`config.mk`:
```
export PLATFORM = sky130hd
export DESIGN_NAME = if_stage
export DESIGN_NICKNAME = d
export VERILOG_FILES = /design/src/rtl/if_stage.sv
export SDC_FILE = /design/constraint.sdc
export NUM_CORES = 1
export LEC_CHECK = 0
export BUFFER_PORTS_ARGS = -buffer_cell sky130_fd_sc_hd__buf_2
export CAP_MARGIN = 20
export CORE_MARGIN = 8
export CORE_UTILIZATION = 36
export CTS_CLUSTER_DIAMETER = 40
export DETAILED_ROUTE_END_ITERATION = 8
export PLACE_DENSITY = 0.71
export RECOVER_POWER = 50
export SETUP_SLACK_MARGIN = 0.1
export SLEW_MARGIN = 25
export SYNTH_ARGS = -nofsm -noshare
export SYNTH_HDL_FRONTEND = slang
export SYNTH_SLANG_ARGS = --single-unit
```
`constraint.sdc`:
```
create_clock -name clk -period 3.2 [get_ports clk]
set_input_delay 0.96 -clock clk [delete_from_list [all_inputs] [get_ports clk]]
set_output_delay 0.96 -clock clk [all_outputs]
set_load 0.03 [all_outputs]
```
`src/rtl/if_stage.sv`:
```
// Instruction-fetch stage: takes the PC from pre-IF, buffers SRAM read data,
// flags misaligned-PC AdEL and drops stale responses left in flight by a flush.
module if_stage (
  input  logic        clk,
  input  logic        reset,
  input  logic        pfs_to_fs_valid,
  input  logic [64:0] pfs_to_fs_bus,
  output logic        fs_allowin,
  output logic        fs_valid,
  output logic        fs_inst_buff_full,
  input  logic [31:0] inst_sram_rdata,
  input  logic        inst_sram_data_ok,
  input  logic        inst_sram_data_waiting,
  input  logic        ds_allowin,
  output logic        fs_to_ds_valid,
  output logic [64:0] fs_to_ds_bus,
  input  logic        ws_eret,
  input  logic        ws_ex
);

  logic        fs_valid_q,  fs_valid_d;
  logic [31:0] fs_pc_q,     fs_pc_d;
  logic        buf_valid_q, buf_valid_d;
  logic [31:0] buf_inst_q,  buf_inst_d;
  logic        fs_adel_q,   fs_adel_d;
  logic [1:0]  drop_cnt_q,  drop_cnt_d;

  logic        flush;
  logic        data_hit;
  logic        fs_ready_go;
  logic        accept;
  logic        leave;
  logic [2:0]  drop_sum;
  logic [31:0] fs_inst;

  assign flush       = ws_eret | ws_ex;
  assign data_hit    = inst_sram_data_ok && (drop_cnt_q == 2'd0);
  assign fs_ready_go = buf_valid_q || data_hit;

  assign fs_allowin        = !fs_valid_q || (fs_ready_go && ds_allowin);
  assign fs_valid          = fs_valid_q;
  assign fs_to_ds_valid    = fs_valid_q && fs_ready_go && !flush;
  assign fs_inst_buff_full = fs_valid_q && buf_valid_q && (drop_cnt_q == 2'd0);

  assign fs_inst      = fs_adel_q   ? '0 :
                        buf_valid_q ? buf_inst_q : inst_sram_rdata;
  assign fs_to_ds_bus = {fs_adel_q, fs_inst, fs_pc_q};

  assign accept = pfs_to_fs_valid && fs_allowin;
  assign leave  = fs_valid_q && fs_ready_go && ds_allowin;

  always_comb begin
    fs_valid_d  = fs_valid_q;
    fs_pc_d     = fs_pc_q;
    buf_valid_d = buf_valid_q;
    buf_inst_d  = buf_inst_q;
    fs_adel_d   = fs_adel_q;
    drop_cnt_d  = drop_cnt_q;

    // Responses still owed after a flush: our own pending fetch plus pre-IF's,
    // minus any that arrive on the flush cycle itself; clamped to [0,3].
    drop_sum = {1'b0, drop_cnt_q}
             + {2'b00, fs_valid_q && !buf_valid_q}
             + {2'b00, inst_sram_data_waiting};
    if (inst_sram_data_ok && (drop_sum != 3'd0))
      drop_sum = drop_sum - 3'd1;

    if (flush) begin
      fs_valid_d  = 1'b0;
      buf_valid_d = 1'b0;
      fs_adel_d   = 1'b0;
      drop_cnt_d  = (drop_sum > 3'd3) ? 2'd3 : drop_sum[1:0];
    end else begin
      if ((drop_cnt_q != 2'd0) && inst_sram_data_ok)
        drop_cnt_d = drop_cnt_q - 2'd1;

      if (accept) begin
        fs_valid_d  = 1'b1;
        fs_pc_d     = pfs_to_fs_bus[31:0];
        fs_adel_d   = (pfs_to_fs_bus[1:0] != 2'b00);
        buf_valid_d = pfs_to_fs_bus[64];
        buf_inst_d  = pfs_to_fs_bus[63:32];
      end else if (leave) begin
        fs_valid_d  = 1'b0;
        buf_valid_d = 1'b0;
      end else if (fs_valid_q && !buf_valid_q && data_hit) begin
        buf_valid_d = 1'b1;
        buf_inst_d  = inst_sram_rdata;
      end
    end
  end

  always_ff @(posedge clk) begin
    if (reset) begin
      fs_valid_q  <= 1'b0;
      fs_pc_q     <= '0;
      buf_valid_q <= 1'b0;
      buf_inst_q  <= '0;
      fs_adel_q   <= 1'b0;
      drop_cnt_q  <= '0;
    end else begin
      fs_valid_q  <= fs_valid_d;
      fs_pc_q     <= fs_pc_d;
      buf_valid_q <= buf_valid_d;
      buf_inst_q  <= buf_inst_d;
      fs_adel_q   <= fs_adel_d;
      drop_cnt_q  <= drop_cnt_d;
    end
  end

endmodule

```
==> summary.txt <==
Wire per inst: 15.49 µm
Period utilization: 84.57%
Largest net degree at the start of global routing: 40
Status: finished with violations
Post-CTS setup buffers: 0
I/O Pins: 174
Yosys reg bits: 69
Resized cells post-CTS: 0
Die Area: 13810 µm²
Vias in the first global route: 3974
Final setup TNS: 0 ns
DRC: 0
DR pass1 iterations: 4
Failing checks: capacitance limit, slew limit
Clock Sink Count: 69
GP Congestion: 0.8057
Syn avg cell area: 8.229 µm²
Chip height: 117.5 µm
CTS tree: yes
Final setup viols: 0
Area contributors post-synth: dfxtp_1 (37%), nand2_1 (14%), a311oi_2 (11%)
Maximum vdd drop: 216.7 µV
RSZ-0062 raised after global routing: no
Core area: 10180 µm²
Min Tclk post-route: 2.706 ns
Detailed-placement wirelength estimate: 8662 µm
WL final: 11590 µm
CTS Buffer Depth: 2
CTS Root Cell: clkbuf_8
Synth unique cells: 37
Final Hold Viols: 0
Cts hold-fix bufs: 0
Setup WS pre-CTS: 0.3289 ns
Via count: 3773
CP Max Fanout: 5
Library cell with the largest summed area after synthesis: dfxtp_1
Clk_lat worst skew: 0.33 ns
Worst endpoint required time: 2.24 ns
CTS H-Tree Depth: 3
Relative slew slack: -4.315%
Worst-path clk slew: 0.08 ns
Synthesized cell area: 3711 µm²
Post-synth top cells: nand2_1 (135), dfxtp_1 (69), a21oi_1 (66)
Hold Path Class: flip-flop to flip-flop
Grt ovf: 0
Number of flops mapped to enable cells by yosys: 0
Yosys warnings: 0
Leak: 1.956 nW
CP startpoint kind: primary input
Starting density of the core: 36.44%
Ant diodes: 0
Nets: 717
Final Max Tran Viols: 35
Syn_nets: 561
Initial antenna violation count: 0
Crit path DAT: 1.75 ns
Ys async rst share: 0%
Synth top area share: 37.22%
Mapped Cells: 451
Class of the most critical setup path: primary input to primary output
All-Layer GR Usage: 16.01%
First-pass GRT wire length: 18750 µm
Std cell rows: 37
Setup crit end kind: primary output
Skew final: 0.01070 ns
Final worst setup slack: 0.4938 ns
Max_cap viols: 1
Highest clock rate: 0.3695 GHz
Area growth syn-to-layout: 30.92%
Most numerous cell in the Yosys netlist: nand2_1
TritonCTS Buffers: 9
DR vias/cell: 5.044
Layout cells sized above 1: 33.17%
PortBufs: 173
Worst-margin pin slew: 1.560 ns
ANT nets after route: 0
Detailed Route Iter0 Violations: 305
Die X: 117.5 µm
Pwr dens: 497.7 nW/µm²
Top FF cell, synth: dfxtp_1
Post-synthesis sequential area ratio: 37.22%
==> layout by cell type (no fill, tap or decap), drive strengths merged <==
cell      instances
a21o              1
inv               9
a21oi            67
mux2i            32
a2bb2oi           1
dfxtp            69
or2               1
bufinv            4
nand3b            2
nand2b            1
nor2b             4
nand2           135
o2111ai           1
o211ai            2
buf             150
a311oi           32
clkbuf           44
ha                4
nor2             35
a2111oi           1
o311ai            1
and2              2
a211oi            3
clkinv            1
a22oi             1
fa                1
and3              2
nor3              1
nand3             1
xnor2             1
clkinvlp          1
nor4              2
==> report_power, final <==
group / total (mW) / internal (mW) / leakage, nW / switching [mW]
registers: 0.931 / 0.902 / 0.563 / 0.0283
clock network: 0.948 / 0.601 / 0.130 / 0.347
logic: 0.539 / 0.201 / 1.26 / 0.338
==> per-stage QoR <==
step                instance area (µm²)  utilization [%]  power (mW)  hold WS, ns  cells
floorplan                          3711                -       1.317       0.4919    451
global placement                   4662            45.77       1.479       0.4382    732
detailed placement                 4662            45.77       1.500       0.4439    732
CTS                                4931            48.42       2.450       0.4550    748
global route                       4858            47.70       2.530       0.4735    748
finish                             4858            47.70       2.418       0.4560    748
==> cell type report <==
class | instances | area, µm²
sequential | 69 | 1383
inverter | 8 | 30.03
tap | 136 | 170.2
clock buffer | 9 | 123.9
timing repair buffer | 185 | 935.9
clock inverter | 7 | 145.1
multi-input combinational | 334 | 2071
fill | 1039 | 5326
==> metal layers <==
layer / global-route usage, % / wire [µm] / share of wire, %
met1: 18.64 / 5196 / 45
met2: 27.22 / 5362 / 46
met3: 4.796 / 858 / 7.4
met4: 5.765 / 172 / 1.5
met5: 0 / 0 / 0
==> cells by family after synthesis <==
family	count (synthesis)	share of synthesized area (%)
compound gates	110	24.95
fa+ha+maj	5	1.888
simple gates	186	20.09
xor+xnor	1	0.2361
mux	32	8.631
buf+inv	48	6.979
flops	69	37.22
==> sequential cells by signal (all words and copies together), names as in the netlist <==
name / count
buf_inst_q: 32
buf_valid_q: 1
drop_cnt_q: 2
fs_adel_q: 1
fs_pc_q: 32
fs_valid: 1
==> worst max-delay path, cell delays in order <==
cell    delay, ns
buf_2        0.10
nor2_1       0.29
and3_1       0.20
buf_2        0.19
==> worst paths after layout <==
path | start | endpoint | slack, ns | cells past startpoint
setup / recovery | ws_ex | fs_to_ds_valid | 0.49 | 4
setup reg to reg | fs_valid$_SDFFE_PP0P_ | buf_inst_q[26]$_SDFFE_PP0P_ | 0.52 | 5
hold reg to reg | fs_pc_q[7]$_SDFFE_PP0P_ | fs_pc_q[7]$_SDFFE_PP0P_ | 0.46 | 2
hold / removal | fs_pc_q[7]$_SDFFE_PP0P_ | fs_pc_q[7]$_SDFFE_PP0P_ | 0.46 | 2
No activity file was read; power rests on OpenSTA's default activity.
